### src/rtl/branch_sched.sv
// D-stage branch sequencer: holds decode until the branch operands are forwarded,
// resolves the condition, pulses a redirect and keeps taken/not-taken statistics.
module branch_sched #(
  parameter int MAX_WAIT = 8,
  parameter int CNT_W    = 16
) (
  input  logic             clk,
  input  logic             reset,
  input  logic             br_valid,
  input  logic [2:0]       br_op,
  input  logic [31:0]      br_pc,
  input  logic [15:0]      br_imm,
  input  logic [31:0]      rs_val,
  input  logic [31:0]      rt_val,
  input  logic             rs_ready,
  input  logic             rt_ready,
  input  logic             flush,
  output logic             stall,
  output logic             redirect,
  output logic [31:0]      redirect_pc,
  output logic             resolved,
  output logic             wd_err,
  output logic [CNT_W-1:0] taken_cnt,
  output logic [CNT_W-1:0] ntaken_cnt
);

  localparam logic [2:0] OP_BEQ  = 3'd1;
  localparam logic [2:0] OP_BNE  = 3'd2;
  localparam logic [2:0] OP_BGTZ = 3'd3;
  localparam logic [2:0] OP_BGEZ = 3'd4;
  localparam logic [7:0] WAIT_LIMIT = MAX_WAIT[7:0];

  typedef enum logic {S_IDLE, S_WAIT} state_t;

  state_t           r_state;
  state_t           w_nextState;
  logic [2:0]       r_op;
  logic [31:0]      r_pc;
  logic [15:0]      r_imm;
  logic [7:0]       r_waitCnt;
  logic             r_redirect;
  logic             r_resolved;
  logic             r_wdErr;
  logic [31:0]      r_redirectPc;
  logic [CNT_W-1:0] r_takenCnt;
  logic [CNT_W-1:0] r_ntakenCnt;

  logic        w_opValid;
  logic        w_accept;
  logic        w_needRt;
  logic        w_ready;
  logic        w_taken;
  logic [7:0]  w_waitNext;
  logic        w_timeout;
  logic [31:0] w_target;
  logic        w_doResolve;
  logic        w_doRedirect;
  logic        w_doAbort;
  logic        w_incTaken;
  logic        w_incNtaken;
  logic        w_waitStep;

  assign w_opValid  = (br_op != 3'd0) && (br_op <= OP_BGEZ);
  assign w_accept   = br_valid && w_opValid && !flush;
  assign w_needRt   = (r_op == OP_BEQ) || (r_op == OP_BNE);
  assign w_ready    = rs_ready && (rt_ready || !w_needRt);
  assign w_waitNext = r_waitCnt + 8'd1;
  assign w_timeout  = (w_waitNext == WAIT_LIMIT);
  assign w_target   = r_pc + 32'd4 + {{14{r_imm[15]}}, r_imm, 2'b00};

  always_comb begin
    w_taken = 1'b0;
    case (r_op)
      OP_BEQ:  w_taken = (rs_val == rt_val);
      OP_BNE:  w_taken = (rs_val != rt_val);
      OP_BGTZ: w_taken = !rs_val[31] && (rs_val != 32'd0);
      OP_BGEZ: w_taken = !rs_val[31];
      default: w_taken = 1'b0;
    endcase
  end

  // Flush has priority over evaluation; evaluation has priority over the watchdog.
  always_comb begin
    w_nextState  = r_state;
    stall        = 1'b0;
    w_doResolve  = 1'b0;
    w_doRedirect = 1'b0;
    w_doAbort    = 1'b0;
    w_incTaken   = 1'b0;
    w_incNtaken  = 1'b0;
    w_waitStep   = 1'b0;
    case (r_state)
      S_IDLE: begin
        if (w_accept) begin
          stall       = 1'b1;
          w_nextState = S_WAIT;
        end
      end
      S_WAIT: begin
        if (flush) begin
          w_nextState = S_IDLE;
        end else begin
          stall = 1'b1;
          if (w_ready) begin
            w_doResolve  = 1'b1;
            w_doRedirect = w_taken;
            w_incTaken   = w_taken;
            w_incNtaken  = !w_taken;
            w_nextState  = S_IDLE;
          end else if (w_timeout) begin
            w_doResolve = 1'b1;
            w_doAbort   = 1'b1;
            w_incNtaken = 1'b1;
            w_nextState = S_IDLE;
          end else begin
            w_waitStep = 1'b1;
          end
        end
      end
      default: w_nextState = S_IDLE;
    endcase
  end

  always_ff @(posedge clk) begin
    if (reset) begin
      r_state      <= S_IDLE;
      r_op         <= 3'd0;
      r_pc         <= 32'd0;
      r_imm        <= 16'd0;
      r_waitCnt    <= 8'd0;
      r_redirect   <= 1'b0;
      r_resolved   <= 1'b0;
      r_wdErr      <= 1'b0;
      r_redirectPc <= 32'd0;
      r_takenCnt   <= '0;
      r_ntakenCnt  <= '0;
    end else begin
      r_state    <= w_nextState;
      r_redirect <= w_doRedirect;
      r_resolved <= w_doResolve;
      if (w_doRedirect) r_redirectPc <= w_target;
      if (w_doAbort) r_wdErr <= 1'b1;
      if (r_state == S_IDLE && w_accept) begin
        r_op      <= br_op;
        r_pc      <= br_pc;
        r_imm     <= br_imm;
        r_waitCnt <= 8'd0;
      end else if (w_waitStep) begin
        r_waitCnt <= w_waitNext;
      end
      if (w_incTaken && r_takenCnt != '1) r_takenCnt <= r_takenCnt + CNT_W'(1);
      if (w_incNtaken && r_ntakenCnt != '1) r_ntakenCnt <= r_ntakenCnt + CNT_W'(1);
    end
  end

  assign redirect    = r_redirect;
  assign resolved    = r_resolved;
  assign wd_err      = r_wdErr;
  assign redirect_pc = r_redirectPc;
  assign taken_cnt   = r_takenCnt;
  assign ntaken_cnt  = r_ntakenCnt;

endmodule

### config.mk
export PLATFORM = sky130hd
export DESIGN_NAME = branch_sched
export DESIGN_NICKNAME = d
export VERILOG_FILES = /design/src/rtl/branch_sched.sv
export SDC_FILE = /design/constraint.sdc
export NUM_CORES = 1
export LEC_CHECK = 0
export ABC_AREA = 1
export BUFFER_PORTS_ARGS = -buffer_cell sky130_fd_sc_hd__buf_2
export CORE_ASPECT_RATIO = 0.9
export CORE_MARGIN = 10
export CORE_UTILIZATION = 50
export DETAILED_ROUTE_END_ITERATION = 10
export HOLD_SLACK_MARGIN = 0.15
export PLACE_DENSITY_LB_ADDON = 0.12
export SYNTH_ARGS = -nofsm -noshare
export SYNTH_HDL_FRONTEND = slang
export SYNTH_SLANG_ARGS = --single-unit
### constraint.sdc
create_clock -name clk -period 3.3 [get_ports clk]
set_clock_uncertainty 0.1 [all_clocks]
set_input_delay 0 -clock clk [delete_from_list [all_inputs] [get_ports clk]]
set_output_delay 0 -clock clk [all_outputs]
set_load 0.01 [all_outputs]
==> flow_metrics.py <==
metrics = {
    "yosys": {
        "synth_area_um2": 7900,
        "synth_simple_gate_area_share": 0.292,
        "warning_count_from_the_yosys_run": 0,
        "synth_sequential_area_ratio": 0.322,
        "synth_top_cell_by_area": "dfxtp_1",
        "synthDistinctLibCells": 44,
        "netlist.area_leader.share": 0.322,
        "syn_inst": 1125,
        "synth-async-reset-ratio": 0,
        "yosys-top-cells-area": "dfxtp_1 32%, nand2_1 11%, ha_1 9.5%",
        "synthXorXnorAreaFrac": 0.0908,
        "synthesized_area_fraction_occupied_by_ao_oa_aoi_and_oai_cells": 0.132,
        "post_synthesis_mux_area_share": 0,
        "post_synth.cell_area_avg_um2": 7.02,
        "mapped_nets": 1307,
        "ys_ff_latch": 127,
        "main_combinational_cell_family_by_area_after_synthesis": "simple AND/OR/NAND/NOR gates",
        "synthFlopType": "dfxtp_1",
        "yosys.area_share.adder": 0.0976,
        "synth_edf_count": 0,
    },
    "place": {
        "hpwl_detailed_um": 17700,
        "final_weighted_congestion_of_routability_driven_global_placement": 0.885,
        "placedInstanceArea_um2": 8940,
        "port_buffers": 188,
        "place.detailed.instances": 1486,
    },
    "timing": {
        "final.period_utilization": 0.879,
        "finalHoldViolCount": 0,
        "setup-tns-final_ns": 0,
        "worst_pin_slew_ns": 0.846,
        "holdWs_ns": 0.192,
        "setup_viol_count_final": 0,
        "fmax_ghz": 0.345,
        "slew-limit-headroom": 0.432,
        "setup_repair_after_global_routing_missed_its_margin": "no",
        "finalMaxSlewViolations": 0,
        "final.min_clock_period_ns": 2.90,
    },
    "flow_run": {
        "max_cap_violations": 0,
    },
    "setup_path": {
        "setup.worst_path.class": "flop to flop",
        "critical_path_arrival_ns": 3.12,
        "worstSetupEndpointType": "flop",
        "crit_path_start_kind": "flop",
        "critical_path_data_required_time_ns": 3.52,
        "crit_path_max_fanout": 7,
    },
    "clock_network": {
        "cts_made_buffers": 17,
        "h-tree-depth": 4,
        "cts.reportedPaths.clkPinSlew_ns": 0.06,
        "numClockSinks": 127,
        "cts_tree": "yes",
        "cts_root_buffer": "clkbuf_16",
        "clockBufferDepth": 2,
        "clk_latency_ns": 0.43,
    },
    "global_route": {
        "grt_pass1_vias": 7850,
        "grtUsageMet2": 0.357,
        "gr-usage-all-layers": 0.224,
        "routing_usage_on_met1": 0.296,
        "grt_max_degree": 65,
        "grt_pass1_wl_um": 39700,
        "grt_peak_use_layer": "met2",
        "use_met3": 0.0579,
        "grt-ovfl-total": 0,
        "antenna_found_initial": 0,
    },
    "die": {
        "floorplan.die_area_um2": 21200,
        "std_cell_rows": 43,
        "initial_utilization": 0.511,
        "placeableCoreArea_um2": 15400,
        "io_pins": 189,
        "die_height_um": 139,
        "dieWidth_um": 152,
    },
    "pwr": {
        "power_density_nw_per_um2": 408,
        "power.total_uw": 4140,
        "power.static_leakage_uw": 0.00474,
        "vdd_drop_max_uv": 374,
    },
    "run_status": {
        "status": "completed",
    },
    "cells_and_area": {
        "final_non_filler_cells": 1576,
        "final_cell_mix": "238 x nand2_1, 188 x buf_2, 187 x nor2_1",
        "fill_cells": 1429,
        "mostFrequentLayoutCell": "nand2_1",
        "register_area_um2": 2540,
        "syn2layout_area_growth_pct": 28.5,
        "post_route_standard_cell_area_excluding_fillers_um2": 10100,
        "multiInputGateArea_um2": 4840,
        "finalNetCount": 1543,
        "n_antenna_cell": 0,
        "final_layout_size_suffix_gt1_frac": 0.183,
    },
    "routing": {
        "route.final.wire_length_um": 24200,
        "detail-route-antenna-nets": 0,
        "detailedRoute.firstPassIterationCount": 5,
        "routed_via_density": 5.13,
        "route.vias.total": 8085,
        "routed_length_per_placed_instance_um": 15.4,
        "initialDrtViolationCount": 464,
        "route.detailed.drc": 0,
    },
    "hold_path": {
        "type_of_the_tightest_min_delay_check": "input port to flop",
    },
}
-- registers in the layout, indices dropped and copies added (netlist names), 3 cells and up --
| name | count |
|---|---|
| redirect_pc | 32 |
| r_imm | 16 |
| r_waitCnt | 8 |
| ntaken_cnt | 16 |
| r_op | 3 |
| taken_cnt | 16 |
| r_pc | 32 |
-- where the power goes --
group / total [uW] / internal [uW] / switching (uW)
clock network: 2000 / 1300 / 704
registers: 1600 / 1570 / 28.8
logic: 532 / 239 / 292
-- cell families (layout without fill, tap and decap cells) --
family	after synthesis	count (layout)
AO/OA/AOI/OAI	201	201
XOR/XNOR	81	81
adder cells (fa/ha/maj)	61	61
buffers and inverters	121	370
flip-flops	127	127
AND/OR/NAND/NOR	534	534
-- layout make-up --
type	count	share of cell area
multi-input combinational	877	0.477
clock inverter	11	0.0160
tap	202	0.0249
clock buffer	21	0.0454
inverter	87	0.0322
sequential	127	0.251
timing repair buffer	251	0.154
-- what timing repair did --
item	4_1_cts	5_1_grt
resized for setup	0	0
hold endpoints to repair	99	0
buffers inserted	0	0
hold buffers	58	0
-- critical path, stage by stage (launching register included) --
cell and delay (ns):
dfxtp_1 0.37, inv_1 0.07, nor3_1 0.22, o21ai_0 0.15
nand2_2 0.16, dlygate4sd3_1 0.61, nand3_2 0.13, dlygate4sd3_1 0.73
o21ai_0 0.20, nor2_1 0.05
-- cell usage after synthesis, drive strengths merged (3+ instances only) --
| cell | number |
|---|---|
| nand2 | 241 |
| nor2 | 192 |
| dfxtp | 127 |
| a21oi | 104 |
| o21ai | 86 |
| inv | 84 |
| ha | 60 |
| xor2 | 42 |
| nand3 | 41 |
| xnor2 | 39 |
| nand4 | 28 |
| clkbuf | 22 |
| nor3 | 20 |
| buf | 12 |
| nor4 | 6 |
| a21o | 4 |
| nand3b | 4 |
| clkinv | 3 |
-- routing by layer --
metal | wire [um] | up-vias
met1 | 11800 | 3671
met4 | 275 | 0
met3 | 1310 | 25
met2 | 10800 | 219
li1 | - | 4170
met5 | 0 | -
-- worst paths after layout --
kind                                 from                           end  slack [ns]  depth (start not counted)
min reg2reg  redirect_pc[16]$_SDFFE_PP0P_  redirect_pc[16]$_SDFFE_PP0P_        0.34                          2
max                  r_op[0]$_SDFFE_PP0P_     r_waitCnt[1]$_SDFFE_PP0P_        0.40                          9
min                              rt_ready           wd_err$_SDFFE_PP0P_        0.19                          7
max reg2reg          r_op[0]$_SDFFE_PP0P_     r_waitCnt[1]$_SDFFE_PP0P_        0.40                          9
-- metrics by stage --
stage | util | setup WS (ns)
2_1_floorplan | - | 0.892
3_3_place_gp | 0.579 | 0.490
3_5_place_dp | 0.579 | 0.479
4_1_cts | 0.657 | 0.411
5_1_grt | 0.657 | 0.182
6_report | 0.657 | 0.399
No activity file was read; power rests on OpenSTA's default activity.
